<file path="config.mk">
export PLATFORM = sky130hd
export DESIGN_NAME = conv_enc_k7
export DESIGN_NICKNAME = d
export VERILOG_FILES = /design/src/rtl/conv_enc_k7.sv
export SDC_FILE = /design/constraint.sdc
export NUM_CORES = 1
export LEC_CHECK = 0
export CAP_MARGIN = 15
export CORE_MARGIN = 4
export CORE_UTILIZATION = 54
export DETAILED_ROUTE_END_ITERATION = 10
export GPL_TIMING_DRIVEN = 0
export HOLD_SLACK_MARGIN = 0.06
export PLACE_DENSITY = 0.82
export SLEW_MARGIN = 30
export SYNTH_ARGS = -nofsm -noshare
export SYNTH_HDL_FRONTEND = slang
export SYNTH_SLANG_ARGS = --single-unit
</file>
<file path="constraint.sdc">
create_clock -name HCLK -period 3.15 [get_ports HCLK]
set_input_delay 0.315 -clock HCLK [delete_from_list [all_inputs] [get_ports HCLK]]
set_output_delay 0.315 -clock HCLK [all_outputs]
set_load 0.005 [all_outputs]
</file>
<file path="src/rtl/conv_enc_k7.sv">
// rtl/conv_enc_k7.sv - rate-1/2 K=7 convolutional encoder with zero-tail frame termination
module conv_enc_k7 #(
  parameter logic [6:0] POLY_A = 7'b1101101,
  parameter logic [6:0] POLY_B = 7'b1001111,
  parameter int         CNT_W  = 16
) (
  input  logic             HCLK,
  input  logic             HRESETn,
  input  logic             enc_clr,
  input  logic             in_valid,
  output logic             in_ready,
  input  logic             in_bit,
  input  logic             in_last,
  output logic             out_valid,
  input  logic             out_ready,
  output logic [1:0]       out_code,
  output logic             out_last,
  output logic [CNT_W-1:0] sym_count,
  output logic             busy
);

  typedef enum logic {ST_DATA, ST_TAIL} state_t;

  state_t     state;
  logic [5:0] s;
  logic [2:0] tcnt;
  logic       last_done;
  logic       slot_free;
  logic       accept;
  logic       enc_bit;
  logic       out_hs;
  logic [6:0] w;
  logic [1:0] code;

  assign slot_free = !out_valid || out_ready;
  // Gated by reset and clear so nothing is accepted in a cycle whose state is about to be discarded.
  assign in_ready  = HRESETn && !enc_clr && (state == ST_DATA) && slot_free;
  assign accept    = in_valid && in_ready;
  assign enc_bit   = (state == ST_DATA) ? in_bit : 1'b0;
  assign w         = {enc_bit, s};
  assign code      = {^(w & POLY_A), ^(w & POLY_B)};
  assign out_hs    = out_valid && out_ready;

  always_ff @(posedge HCLK) begin
    if (!HRESETn || enc_clr) begin
      state     <= ST_DATA;
      s         <= '0;
      tcnt      <= '0;
      out_valid <= 1'b0;
      out_code  <= '0;
      out_last  <= 1'b0;
      sym_count <= '0;
      busy      <= 1'b0;
      last_done <= 1'b0;
    end else begin
      if (slot_free) begin
        if (state == ST_DATA) begin
          if (accept) begin
            s         <= w[6:1];
            out_code  <= code;
            out_valid <= 1'b1;
            out_last  <= 1'b0;
            if (in_last) begin
              state <= ST_TAIL;
              tcnt  <= '0;
            end
          end else begin
            out_valid <= 1'b0;
            out_last  <= 1'b0;
          end
        end else begin
          s         <= w[6:1];
          out_code  <= code;
          out_valid <= 1'b1;
          out_last  <= (tcnt == 3'd5);
          if (tcnt == 3'd5) begin
            state <= ST_DATA;
            tcnt  <= '0;
          end else begin
            tcnt <= tcnt + 3'd1;
          end
        end
      end

      // The count shows the full frame length for one cycle before restarting.
      last_done <= out_hs && out_last;
      if (last_done) begin
        sym_count <= out_hs ? CNT_W'(1) : '0;
      end else if (out_hs && (sym_count != '1)) begin
        sym_count <= sym_count + CNT_W'(1);
      end

      if (accept) begin
        busy <= 1'b1;
      end else if (out_hs && out_last) begin
        busy <= 1'b0;
      end
    end
  end

endmodule

</file>
# --- After elaboration in Yosys (flattened, before gate mapping) ---
# Index checks and enable logic that the tools add are counted.
# Widths: inputs -> output; s select.
word_totals:
  n_memories: 0
  wordCells: 55
  inputBits: 7
  latch_bits: 0
  mem_bits_rw: 0
  output_inout_bits: 22
  ff_bits: 32
  mem_bits_ro: 0
op_classes:
  reduce_logical: 20
  n_shift: 0
  magnitude_cmp: 0
  n_eq_ne: 2
  mux: 21
  div: 0
  n_bitwise: 1
  add_sub_neg: 2
  multipliers: 0
ops:
  columns: ["op", "count"]
  rows:
  - ["$mux 16", 2]
  - ["$add 16x1->16 const B", 1]
  - ["$ne 16x16->1 const B", 1]
  - ["$reduce_xor 7->1", 2]
  - ["$mux 3", 4]
  - ["$mux 6", 2]
  - ["$mux 1", 11]
  - ["$reduce_bool 2->1", 4]
  - ["$logic_and 1x1->1", 7]
  - ["$mux 2", 2]
  - ["$add 3x1->3 const B", 1]
  - ["$eq 3x3->1 const B", 1]
  - ["$logic_not 1->1", 3]
  - ["$reduce_and 3->1", 1]
  - ["$logic_or 1x1->1", 2]
  - ["$reduce_and 2->1", 1]
  - ["$not 1->1", 1]

# --- Depth between registers and ports, before layout ---
logic_depth:
  depth_word: 7
  depth_mapped: 6
  mapped_depth_nobuf: 5

# --- Worst setup path after synthesis ---
# Ideal clock, no wire load.
synth_timing:
  path_kind: "flip-flop to flip-flop"
  from: "register sym_count[0]"
  to: "register sym_count[10]"
  required_ns: 3.035
  n_path_buf: 1
  setup_ns: 0.115
  t_arrival_ns: 1.673
  period_less_slack_ns: 1.787
  slack_ns: 1.363
  path_stages_with_launch: 7
  path_cell_list: "dfxtp_1 > ha_1 > nand3_1 > nor4_1 > buf_2 > nor4_1 > o21a_1"
synth_via:
  elab_chain_len: 3
  elab_cells_between_ends: 6
  classes_between: "1 x add/sub; 1 x eq/ne; 2 x mux; 2 x reduce/logical"
synth_rtl:
  columns: ["element", "line_no", "text"]
  rows:
  - ["from (decl)", "18", "output logic [CNT_W-1:0] sym_count,"]
  - ["from (signal assigned)", "88", "sym_count <= out_hs ? CNT_W'(1) : '0;"]
  - ["from (signal assigned)", "90", "sym_count <= sym_count + CNT_W'(1);"]
  - ["$add 16x1->16 or $ne 16x16->1 (tied branches)", "90, 89", null]
  - ["$mux 16 or $logic_and 1x1->1 (tied branches)", "89", "end else if (out_hs && (sym_count != '1)) begin"]
  - ["$mux 16 or $reduce_bool 2->1 (tied branches)", null, null]
# Several ways; a longest one is shown, not always the timed one. The select of a mux whose other input is x is not followed.
# A chain may end at the register's enable or synchronous reset.

# --- Final worst setup path ---
layout_timing:
  from: "input enc_clr"
  to: "output in_ready"
layout_via:
  elab_chain_len: 4
layout_rtl:
  columns: ["element", "line_no", "text"]
  rows:
  - ["from (decl)", "9", "input logic enc_clr,"]
  - ["$logic_not 1->1", "37", "assign in_ready = HRESETn && !enc_clr && (state == ST_DATA) && slot_free;"]
  - ["$logic_and 1x1->1 (3 in series)", "37", null]
  - ["to (decl)", "11", "output logic in_ready,"]
# No other way between the ends.

==> results.cfg <==
[place]
placed_area_mm2 = 0.00192
portBuffers = 28
place_ws_ns = 0.844
gp_congestion = 0.858
numPlacedInstances = 246
dp_hpwl_mm = 2.88

[yosys]
avgSynthCellArea_um2 = 8.58
ys_seq_area_share_pct = 39.9
yosysTopAreaCellShare_pct = 39.9
synthArstFlopShare_pct = 0
ys_ff_latch = 32
netlist_instances = 187
yosys_warnings = 0
syn_nets = 195
syn-cell-area_mm2 = 0.00161
yosysMostFrequentCell = dfxtp_1
synth_top_area_cell = dfxtp_1
yosys-top-cells-count = dfxtp_1 (32), a21oi_1 (14), nand2_1 (13)
synth.area.top_cells = dfxtp_1 (40%), mux2i_1 (5.0%), a21oi_1 (4.4%)
synth_cell_types = 43
synth-main-ff-cell = dfxtp_1
synth-edff-count = 0

[floorplan]
die_h_um = 62.5
die_x_um = 62.5
fp-row-count = 19
die-area_mm2 = 0.00391
coreArea_mm2 = 0.00281
start_util_pct = 57.2
ios = 29

[sta]
slew_violations = 0
skew_ns = 0.0153
worst_pin_slew_ns = 0.660
setup_viol = 0
grt_setup_unrepaired = false
max_freq_mhz = 455
post-route-period-util_pct = 69.8
post-route-min-period_ns = 2.20
fin_tns_setup_ns = 0
hold_viol = 0
worst_slack_ns = 0.950
max_slew_margin_pct = 55.9

[drt]
wire_per_inst_um = 14.9
vias = 1594
wirelength_mm = 3.78
drtAntennaViolNets = 0
dr.first_iter.drc_count = 95
first_pass_iters = 4
vias_per_cell = 6.30
drc = 0

[setup_path]
start_kind = input port
r2r_cells = 6
criticalPathCategory = input port to output port
cp_max_fo = 9
end_kind = output port
arrival_ns = 1.88
critical_path_required_ns = 2.83
r2r-end = sym_count[10]$_SDFFE_PP0P_
reg2reg_from = sym_count[0]$_SDFFE_PP0P_
regToRegSetupSlack_ns = 0.95

[cells_and_area]
drive_above_1_share_pct = 6.76
final_area_mm2 = 0.00197
stdcell_count = 253
fin_nets = 230
antenna_cells = 0
area_growth_pct = 22.8

[power]
powerDensity_mw_per_mm2 = 345
leakage_nw = 0.664
peakVddDrop_uv = 297
finalPower_mw = 0.679

[min_path]
hold_end = s[0]$_SDFFE_PP0P_
hp-class = flip-flop to flip-flop
whs_path_depth = 2
worstHoldStart = s[0]$_SDFFE_PP0P_

[global_routing]
grt_pass1_wl_mm = 6.80
track_usage_pct = 20.8
grt_pass1_vias = 1536
grt_max_degree = 11
antenna_found_initial = 0
grt_overflow = 0

[clock_tree]
postCtsHoldBufs = 0
cts_buffers = 5
root_buffer = clkbuf_4
htreeDepth = 2
insertion_delay_ns = 0.33
post-cts-setup-buffer-count = 0
clkTransAtPathRegs_ns = 0.09
cts_tree = built
post_cts_resized = 0
numClockSinks = 32
cts_buffer_depth = 2

[outcome]
status = completed

[job]
cap_violations = 0
==> cells by family (layout without fill, tap and decap cells) <==
group	after synthesis	count (layout)	share of synthesized area (%)
simple gates	86	86	30.9
compound gates	45	45	18.2
flops	32	32	39.9
buf+inv	13	48	3.35
mux	8	8	4.99
xor+xnor	2	2	1.95
fa+ha+maj	1	1	0.779
==> cell usage in the layout (no fill, tap or decap), types with 4 or more instances in the layout <==
cell and instances:
a31oi_1 5, nor4_1 6, or3_1 7, mux2i_1 8
or4_1 6, nand4_1 7, buf_2 4, o31ai_1 4
clkbuf_1 6, inv_1 4, dfxtp_1 32, clkbuf_4 5
o21ai_0 7, nand3_1 6, clkdlybuf4s50_1 28, nand2b_1 4
nand2_1 13, nor3_1 5, nor2_1 12, a21oi_1 14
nor2b_1 7
==> report_power, final <==
part           total, mW  internal, mW  switching [mW]
Sequential         0.410         0.407         0.00308
Combinational     0.0536        0.0252          0.0284
Clock              0.215        0.0821           0.133
Total              0.679         0.515           0.165
==> metrics by stage <==
stage | hold slack [ns] | utilization [%]
2_1_floorplan | 0.440 | -
3_5_place_dp | 0.498 | 68.6
6_report | 0.509 | 70.2
4_1_cts | 0.514 | 70.2
5_1_grt | 0.550 | 70.2
3_3_place_gp | 0.479 | 68.6
==> routing by layer <==
layer / track usage (%) / up-vias / share of wire [%]
met5: 0 / - / 0
met4: 6.61 / 0 / 1.4
met3: 4.32 / 8 / 5.4
met2: 38.5 / 51 / 52
met1: 23.5 / 745 / 42
li1: - / 790 / -
==> critical path, stage by stage <==
cell,delay (ns)
clkdlybuf4s50_1,0.47
nand2b_1,0.17
clkbuf_1,0.20
nor3_1,0.21
clkdlybuf4s50_1,0.53
==> how the worst max path moves through the flow <==
stage                                   start                         end  slack (ns)  cells after the start
global placement                    out_ready   sym_count[9]$_SDFFE_PP0P_        0.88                      6
floorplan           sym_count[0]$_SDFFE_PP0P_  sym_count[10]$_SDFFE_PP0P_        1.36                      6
finish                                enc_clr                    in_ready        0.95                      5
detailed placement                  out_ready   sym_count[9]$_SDFFE_PP0P_        0.84                      6
CTS                                   enc_clr                    in_ready        0.95                      5
global route        sym_count[0]$_SDFFE_PP0P_   sym_count[5]$_SDFFE_PP0P_        0.74                      6
==> state kept, by name, summed over array words and instances (netlist names) <==
name,flops
sym_count,16
s,6
tcnt,3
out_code,2
busy,1
last_done,1
out_last,1
out_valid,1
state,1
==> area by class of cell <==
cell class	count	area, um2
multi-input combinational	142	911
fill	226	835
sequential	32	641
timing repair buffer	28	280
clock buffer	6	41.3
buffer	9	38.8
tap	31	38.8
inverter	4	15.0
clock inverter	1	5.00
(Power assumes the default switching activity.)
